--- src/rtl/riscv_multi_cycle_core.sv ---
// rtl/riscv_multi_cycle_core.sv - multi-cycle RV32I-subset core with one shared memory port
// Purpose: FETCH/DECODE/EXEC/MEM/WB/HALT sequenced core; memory accesses use a
//          req/ready handshake so any number of wait states is tolerated.
// Ports:
//   clk, rst_n            clock, asynchronous active-low reset
//   mem_req/mem_we        request valid / store select (0 = fetch or load)
//   mem_addr/mem_wdata    word-aligned byte address / store data (0 when idle)
//   mem_ready/mem_rdata   access completes this cycle / fetch or load data
//   pc_out/instr_out      PC of instruction in flight / latched instruction
//   retire                one-cycle pulse as an instruction completes
//   halted                sticky fault indication (illegal or misaligned)
module riscv_multi_cycle_core #(
    parameter logic [31:0] RESET_PC = 32'h0000_0000,
    parameter int          NUM_REGS = 32,
    parameter int          XLEN     = 32
) (
    input  logic        clk,
    input  logic        rst_n,
    output logic        mem_req,
    output logic        mem_we,
    output logic [31:0] mem_addr,
    output logic [31:0] mem_wdata,
    input  logic        mem_ready,
    input  logic [31:0] mem_rdata,
    output logic [31:0] pc_out,
    output logic [31:0] instr_out,
    output logic        retire,
    output logic        halted
);
    localparam int RW = $clog2(NUM_REGS);

    generate
        if (XLEN != 32) begin : g_bad_xlen
            $error("riscv_multi_cycle_core: XLEN must be 32");
        end
        if (NUM_REGS != 32 && NUM_REGS != 16) begin : g_bad_regs
            $error("riscv_multi_cycle_core: NUM_REGS must be 16 or 32");
        end
    endgenerate

    typedef enum logic [2:0] {
        S_FETCH, S_DECODE, S_EXEC, S_MEM, S_WB, S_HALT
    } state_t;

    state_t      r_state, w_next_state;
    // Cleared by reset so the first request only rises on the first edge after release.
    logic        r_armed;
    logic [31:0] r_pc, r_ir, r_a, r_b, r_imm, r_result, r_addr, r_next_pc;
    logic [31:0] r_regs [NUM_REGS];

    logic [6:0]  w_opcode, w_f7;
    logic [4:0]  w_rd, w_rs1, w_rs2;
    logic [2:0]  w_f3;
    logic        w_is_lui, w_is_jal, w_is_jalr, w_is_br, w_is_lw, w_is_sw, w_is_opimm, w_is_op;
    logic        w_legal, w_use_rd, w_use_rs1, w_use_rs2, w_illegal;
    logic [31:0] w_imm, w_rs1_val, w_rs2_val, w_op2, w_alu, w_pc4, w_ls_addr, w_jtarget;
    logic        w_taken;

    assign w_opcode   = r_ir[6:0];
    assign w_rd       = r_ir[11:7];
    assign w_f3       = r_ir[14:12];
    assign w_rs1      = r_ir[19:15];
    assign w_rs2      = r_ir[24:20];
    assign w_f7       = r_ir[31:25];
    assign w_is_lui   = (w_opcode == 7'b0110111);
    assign w_is_jal   = (w_opcode == 7'b1101111);
    assign w_is_jalr  = (w_opcode == 7'b1100111);
    assign w_is_br    = (w_opcode == 7'b1100011);
    assign w_is_lw    = (w_opcode == 7'b0000011);
    assign w_is_sw    = (w_opcode == 7'b0100011);
    assign w_is_opimm = (w_opcode == 7'b0010011);
    assign w_is_op    = (w_opcode == 7'b0110011);

    always_comb begin
        w_legal   = 1'b0;
        w_use_rd  = 1'b0;
        w_use_rs1 = 1'b0;
        w_use_rs2 = 1'b0;
        if (w_is_lui || w_is_jal) begin
            w_legal  = 1'b1;
            w_use_rd = 1'b1;
        end else if (w_is_jalr || w_is_lw) begin
            w_legal   = w_is_jalr ? (w_f3 == 3'b000) : (w_f3 == 3'b010);
            w_use_rd  = 1'b1;
            w_use_rs1 = 1'b1;
        end else if (w_is_br || w_is_sw) begin
            w_legal   = w_is_br ? (w_f3[2:1] == 2'b00) : (w_f3 == 3'b010);
            w_use_rs1 = 1'b1;
            w_use_rs2 = 1'b1;
        end else if (w_is_opimm) begin
            // No immediate shifts and no sltiu.
            w_legal   = (w_f3 != 3'b001) && (w_f3 != 3'b011) && (w_f3 != 3'b101);
            w_use_rd  = 1'b1;
            w_use_rs1 = 1'b1;
        end else if (w_is_op) begin
            w_legal   = ((w_f7 == 7'b0000000) && (w_f3 != 3'b011)) ||
                        ((w_f7 == 7'b0100000) && (w_f3 == 3'b000));
            w_use_rd  = 1'b1;
            w_use_rs1 = 1'b1;
            w_use_rs2 = 1'b1;
        end
        w_illegal = !w_legal ||
                    (w_use_rd  && ({27'd0, w_rd}  >= NUM_REGS)) ||
                    (w_use_rs1 && ({27'd0, w_rs1} >= NUM_REGS)) ||
                    (w_use_rs2 && ({27'd0, w_rs2} >= NUM_REGS));
    end

    always_comb begin
        w_imm = {{20{r_ir[31]}}, r_ir[31:20]};
        if (w_is_sw)
            w_imm = {{20{r_ir[31]}}, r_ir[31:25], r_ir[11:7]};
        else if (w_is_br)
            w_imm = {{19{r_ir[31]}}, r_ir[31], r_ir[7], r_ir[30:25], r_ir[11:8], 1'b0};
        else if (w_is_jal)
            w_imm = {{11{r_ir[31]}}, r_ir[31], r_ir[19:12], r_ir[20], r_ir[30:21], 1'b0};
        else if (w_is_lui)
            w_imm = {r_ir[31:12], 12'd0};
    end

    // Out-of-range indices never reach EXEC (DECODE halts), so they may read as 0 here.
    assign w_rs1_val = (w_rs1 == 5'd0 || {27'd0, w_rs1} >= NUM_REGS) ? 32'd0 : r_regs[w_rs1[RW-1:0]];
    assign w_rs2_val = (w_rs2 == 5'd0 || {27'd0, w_rs2} >= NUM_REGS) ? 32'd0 : r_regs[w_rs2[RW-1:0]];

    assign w_op2 = w_is_op ? r_b : r_imm;
    always_comb begin
        case (w_f3)
            3'b000:  w_alu = (w_is_op && w_f7[5]) ? (r_a - w_op2) : (r_a + w_op2);
            3'b001:  w_alu = r_a << w_op2[4:0];
            3'b010:  w_alu = {31'd0, $signed(r_a) < $signed(w_op2)};
            3'b100:  w_alu = r_a ^ w_op2;
            3'b101:  w_alu = r_a >> w_op2[4:0];
            3'b110:  w_alu = r_a | w_op2;
            default: w_alu = r_a & w_op2;
        endcase
    end

    assign w_pc4     = r_pc + 32'd4;
    assign w_taken   = w_f3[0] ? (r_a != r_b) : (r_a == r_b);
    assign w_ls_addr = r_a + r_imm;
    assign w_jtarget = w_is_jal ? (r_pc + r_imm) : ((r_a + r_imm) & ~32'd1);

    always_comb begin
        w_next_state = r_state;
        mem_req      = 1'b0;
        mem_we       = 1'b0;
        mem_addr     = 32'd0;
        mem_wdata    = 32'd0;
        retire       = 1'b0;
        case (r_state)
            S_FETCH: begin
                mem_req  = r_armed;
                mem_addr = r_armed ? r_pc : 32'd0;
                if (r_armed && mem_ready) w_next_state = S_DECODE;
            end
            S_DECODE: w_next_state = w_illegal ? S_HALT : S_EXEC;
            S_EXEC: begin
                if (w_is_br) begin
                    retire       = 1'b1;
                    w_next_state = S_FETCH;
                end else if (w_is_lw || w_is_sw) begin
                    w_next_state = (w_ls_addr[1:0] != 2'b00) ? S_HALT : S_MEM;
                end else if (w_is_jal || w_is_jalr) begin
                    w_next_state = (w_jtarget[1:0] != 2'b00) ? S_HALT : S_WB;
                end else begin
                    w_next_state = S_WB;
                end
            end
            S_MEM: begin
                mem_req   = 1'b1;
                mem_we    = w_is_sw;
                mem_addr  = r_addr;
                mem_wdata = w_is_sw ? r_b : 32'd0;
                if (mem_ready) begin
                    retire       = w_is_sw;
                    w_next_state = w_is_sw ? S_FETCH : S_WB;
                end
            end
            S_WB: begin
                retire       = 1'b1;
                w_next_state = S_FETCH;
            end
            default: w_next_state = S_HALT;
        endcase
    end

    assign halted    = (r_state == S_HALT);
    assign pc_out    = r_pc;
    assign instr_out = r_ir;

    always_ff @(posedge clk or negedge rst_n) begin
        if (!rst_n) begin
            r_state   <= S_FETCH;
            r_armed   <= 1'b0;
            r_pc      <= RESET_PC;
            r_ir      <= 32'd0;
            r_a       <= 32'd0;
            r_b       <= 32'd0;
            r_imm     <= 32'd0;
            r_result  <= 32'd0;
            r_addr    <= 32'd0;
            r_next_pc <= 32'd0;
            for (int i = 0; i < NUM_REGS; i++) r_regs[i] <= 32'd0;
        end else begin
            r_state <= w_next_state;
            r_armed <= 1'b1;
            case (r_state)
                S_FETCH: if (r_armed && mem_ready) r_ir <= mem_rdata;
                S_DECODE: begin
                    r_a   <= w_rs1_val;
                    r_b   <= w_rs2_val;
                    r_imm <= w_imm;
                end
                S_EXEC: begin
                    if (w_is_br) r_pc <= w_taken ? (r_pc + r_imm) : w_pc4;
                    r_addr    <= w_ls_addr;
                    r_result  <= w_is_lui ? r_imm : ((w_is_jal || w_is_jalr) ? w_pc4 : w_alu);
                    r_next_pc <= (w_is_jal || w_is_jalr) ? w_jtarget : w_pc4;
                end
                S_MEM: begin
                    if (mem_ready) begin
                        if (w_is_sw) r_pc <= w_pc4;
                        else         r_result <= mem_rdata;
                    end
                end
                S_WB: begin
                    if (w_rd != 5'd0) r_regs[w_rd[RW-1:0]] <= r_result;
                    r_pc <= r_next_pc;
                end
                default: ;
            endcase
        end
    end
endmodule

--- config.mk ---
export PLATFORM = sky130hd
export DESIGN_NAME = riscv_multi_cycle_core
export DESIGN_NICKNAME = d
export VERILOG_FILES = /design/src/rtl/riscv_multi_cycle_core.sv
export SDC_FILE = /design/constraint.sdc
export NUM_CORES = 2
export LEC_CHECK = 0
export CAP_MARGIN = 10
export CORE_MARGIN = 4
export CORE_UTILIZATION = 40
export CTS_CLUSTER_DIAMETER = 30
export DETAILED_ROUTE_END_ITERATION = 16
export DONT_BUFFER_PORTS = 1
export GPL_TIMING_DRIVEN = 1
export PLACE_DENSITY = 0.56
export SYNTH_ARGS = -nofsm -noshare
export SYNTH_HDL_FRONTEND = slang
export SYNTH_SLANG_ARGS = --single-unit
--- constraint.sdc ---
create_clock -name clk -period 6 [get_ports clk]
set_clock_uncertainty 0.05 [all_clocks]
set_input_delay 0.3 -clock clk [delete_from_list [all_inputs] [get_ports clk]]
set_output_delay 0.3 -clock clk [all_outputs]
set_load 0.03 [all_outputs]
# Word-level counts from Yosys, hierarchy flattened
# Cells that the tools add are included.
# word_totals
regBits	1284
elab_cells	175
in_bits	35
out_inout_bits	132
# classes
n_shift	2
eq_ne	29
magnitude_cmp	5
n_mux	57
n_bitwise	6
reduce_logical	29
addsub	5
# op_table
cell	n
$bwmux W1024	1
$mux W32	22
$bmux W32 S5	2
$pmux W32 S6	1
$demux W32 S5	1
$pmux W32 S2	2
$mux W31	4
$add A32 B32 Y32	3
$pmux W32 S3	1
$add A32 B3 Y32 const B	1
$and A32 B32 Y32	1
$eq A32 B32 Y1	1
$lt A32 B32 Y1	1
$ne A32 B32 Y1	1
$or A32 B32 Y32	1
$shl A32 B5 Y32	1
$shr A32 B5 Y32	1
$sub A32 B32 Y32	1
$xor A32 B32 Y32	1
$eq A7 B6 Y1 const B	4
$eq A7 B7 Y1 const B	3
$mux W3	7
$ge A6 B6 Y1 const B	3
$not A5 Y6	3
26 further kinds	66

# Longest topological paths before layout
# depth
word_depth	10
depth_mapped	22

# Least setup slack after synthesis
# No wires, ideal clock.
# synth_path
kind	register to register
start	reg r_ir[3] (netlist: instr_out[3])
end	reg r_result[29]
path_stages_with_launch	21
slack_ps	1271
arrival_time_ps	4578
path_cell_list	dfrtp_1 -> nand4bb_4 -> buf_2 -> o21ai_1 -> and2_1 -> inv_2 -> clkbuf_1 -> clkbuf_1 -> clkbuf_1 -> ha_1 -> and3_1 -> a21boi_0 -> o2111ai_1 -> nand3_1 -> o211ai_1 -> o21ai_0 -> a311o_1 -> a31oi_1 -> o41ai_2 -> xnor2_1 -> o311ai_2
# synth_via
elab_chain_cells	8
# synth_rtl
item	line_no	rtl
start: declaration	48	logic [31:0] r_pc, r_ir, r_a, r_b, r_imm, r_result, r_addr, r_next_pc;
start signal: assignment	207	S_FETCH: if (r_armed && mem_ready) r_ir <= mem_rdata;
$eq A7 B6 Y1	72	assign w_is_op = (w_opcode == 7'b0110011);
$mux W32	124	assign w_op2 = w_is_op ? r_b : r_imm;
$add A32 B32 Y32 / $sub A32 B32 Y32 (equally long branches)	127	3'b000: w_alu = (w_is_op && w_f7[5]) ? (r_a - w_op2) : (r_a + w_op2);
$mux W32	127	
$pmux W32 S6	126	case (w_f3)
$mux W32 (2 in a row)	216	r_result <= w_is_lui ? r_imm : ((w_is_jal || w_is_jalr) ? w_pc4 : w_alu);
$pmux W32 S2	206	case (r_state)
end signal: assignment	216	
end signal: assignment	222	else r_result <= mem_rdata;
end: declaration	48	
# Several ways; a longest one is shown, not always the timed one.
# A chain may end at the register's enable or synchronous reset.

# Worst setup path in the final report
# layout_path
start	reg r_ir[2] (netlist: instr_out[2])
end	reg r_result[31]
# The elaborated chain is that of the path after synthesis.

==> impl_metrics.tcl <==
set metrics [dict create \
    first_pass_iters 6 \
    status "completed" \
    gp_congestion 1.084 \
    largest_reg_flops 1024 \
    wire_per_inst_um 34.78 \
    cts_setup_buffers 0 \
    start_kind "register" \
    stdcell_area_um2 94990 \
    layout_setup_ws_ps 506.0 \
    worst-path-max-fanout 12 \
    totalWireLength_um 331000 \
    cp.required_ps 6690 \
    fill_cells 17150 \
    vdd_drop_max_mv 0.2869 \
    synth_top_flop_cell "dfrtp_1" \
    max-cap-violations 0 \
    grtUsageTotal 0.3186 \
    syn-cell-area_um2 78900 \
    path_class "register to register" \
    start_util 0.4034 \
    seq_area_um2 32170 \
    tns_ps 0 \
    fmax_mhz 182.0 \
    cp_slowest_stage_delay_ps 590 \
    reg2reg_to "r_result[31]" \
    rsz0062_at_grt "false" \
    cts_resized 0 \
    mostFrequentLayoutCell "dfrtp_1" \
    die_y_um 452.1 \
    crit_arrival_ps 6180 \
    rows 162 \
    synth_seq_area_share 0.4073 \
    viasPerCell 6.490 \
    drc 0 \
    critPathSlowestCell "o311ai_0" \
    ios 167 \
    cts_hold_buf 44 \
    syn_to_final_growth_pct 20.40 \
    cts.reportedPaths.clkPinSlew_ps 40 \
    drt_iter0_drc 6930 \
    synth_top_area_cell "dfrtp_1" \
    dp_hpwl_um 216400 \
    r2r_cells 16 \
    powerDensity_nw_per_um2 296.1 \
    multi_input_area_um2 44110 \
    top_register "r_regs" \
    tightestPinTransition_ps 1366 \
    clk_latency_ps 990 \
    cts.sinks 1284 \
    grt_antenna_before_repair 19 \
    drtAntennaViolNets 0 \
    grt_max_degree 241 \
    port_buffers 0 \
    fin_nets 6806 \
    path_cells "nand4bb_4 > o21ai_1 > and2_1 > inv_1 > ha_1 > and3_1 > a21boi_0 > o2111ai_1 > nand3_1 > o21ai_1 > o311a_1 > o311ai_0 > a2111oi_0 > a31oi_1 > xnor2_1 > o22ai_1" \
    slew_headroom 0.08918 \
    placed_area_um2 82220 \
    yosys_warnings 0 \
    die_w_um 452.1 \
    syn_nets 6788 \
    grt_pass1_wl_um 469500 \
    synth_cell_types 99 \
    period_minus_slack_ps 5494 \
    grt_pass1_vias 62100 \
    reg2reg_slack_ps 510 \
    hold_slack_ps 19.07 \
    overflow 0 \
    slew_viol_final 0 \
    async_flop_share 1.000 \
    ys_ff_latch 1284 \
    synth_area_per_cell_um2 11.96 \
    synth.area.top_cells "dfrtp_1 41%, mux4_2 17%, mux2_2 16%" \
    fp.dieArea_um2 204400 \
    place_worst_setup_slack_ps 791.6 \
    mostFrequentLayoutCells "1272 x dfrtp_1, 1118 x mux2_2, 594 x mux4_2, 476 x nand2_1, 359 x clkbuf_16" \
    vias 61770 \
    drive_above_1_share 0.3823 \
    cts.htree.levels 5 \
    setup_viol 0 \
    hold_viol 0 \
    synthCells 6596 \
    coreArea_um2 195600 \
    reg2reg_from "instr_out[2]" \
    end_kind "register" \
    cp_top_family "compound AO/OA/AOI/OAI gates" \
    cts-root-buf "clkbuf_16" \
    synth_enable_flop_cells 0 \
    p_leak_nw 42.03 \
    critPathBufInv 1 \
    cts_made_buffers 354 \
    yosysTopAreaCellShare 0.4073 \
    path_common_cell "o21ai_1" \
    cts_max_path_buffers 4 \
    finalCritPeriodShare 0.9157 \
    cts_tree "built" \
    hold_class "primary input to asynchronous set/reset pin" \
]
-- area by class of cell --
class / instances / area share
Sequential cell: 1284 / 0.3386
Tap cell: 2624 / 0.03456
Multi-Input combinational cell: 4553 / 0.4644
Inverter: 139 / 0.005493
Clock buffer: 476 / 0.1060
Timing Repair Buffer: 282 / 0.02848
Antenna cell: 9 / 0.0002371
Clock inverter: 150 / 0.02217
-- report_power, final --
| group | switching (mW) | internal (mW) |
|---|---|---|
| logic | 0.199 | 0.0368 |
| clock network | 5.52 | 13.7 |
| registers | 0.000194 | 8.69 |
| total | 5.72 | 22.4 |
-- worst register-to-register path: stages, from the launching register on --
cell       delay [ps]
dfrtp_1           550
nand4bb_4         560
o21ai_1           460
and2_1            320
inv_1             100
ha_1              370
and3_1            200
a21boi_0          420
o2111ai_1         170
nand3_1           240
o21ai_1           180
o311a_1           380
o311ai_0          590
a2111oi_0         230
a31oi_1           260
xnor2_1           150
o22ai_1           110
-- cell usage after synthesis (all sizes together) (71+ instances only) --
cell type  count
xnor2         83
mux2        1118
o21ai        310
mux2i        108
mux4         594
clkbuf       449
o22ai        103
nor2         250
inv          137
nand3         95
ha           154
a21oi        336
nand2        489
buf          171
nor2b         71
dfrtp       1284
-- worst max-delay path by stage --
stage / startpoint / endpoint / slack [ps] / cells past startpoint
3_5_place_dp: instr_out[2] / r_result[30] / 790 / 18
5_1_grt: instr_out[2] / r_result[31] / 340 / 16
2_1_floorplan: instr_out[3] / r_result[29] / 1270 / 20
3_3_place_gp: instr_out[2] / r_result[30] / 890 / 18
4_1_cts: instr_out[2] / r_result[30] / 720 / 18
6_report: instr_out[2] / r_result[31] / 510 / 16
-- kinds of logic (layout without fill, tap and decap cells) --
logic type,count (synthesis),count (layout),synth area share
buffers and inverters,759,1047,0.03724
AOI/OAI and AO/OA,1242,1242,0.1011
and+or+nand+nor,1181,1181,0.06946
DFF,1284,1284,0.4073
adders and majority gates,157,157,0.02518
other,1,10,0.00004753
xor gates and xnor gates,152,152,0.01687
muxes,1820,1820,0.3428
-- per-layer routing --
| metal | GRT usage | share of wire |
|---|---|---|
| met1 | 0.4083 | 0.39 |
| met2 | 0.4960 | 0.46 |
| met3 | 0.07486 | 0.086 |
| met4 | 0.1833 | 0.065 |
| met5 | 0 | 0.00018 |
-- stage by stage --
stage / utilization / std cells / total power [mW]
2_1_floorplan: - / 6596 / 8.827
3_3_place_gp: 0.4203 / 8834 / 9.015
3_5_place_dp: 0.4203 / 8834 / 9.017
4_1_cts: 0.4850 / 9504 / 28.33
5_1_grt: 0.4855 / 9508 / 28.87
6_report: 0.4856 / 9517 / 28.13
(Power assumes the default switching activity.)
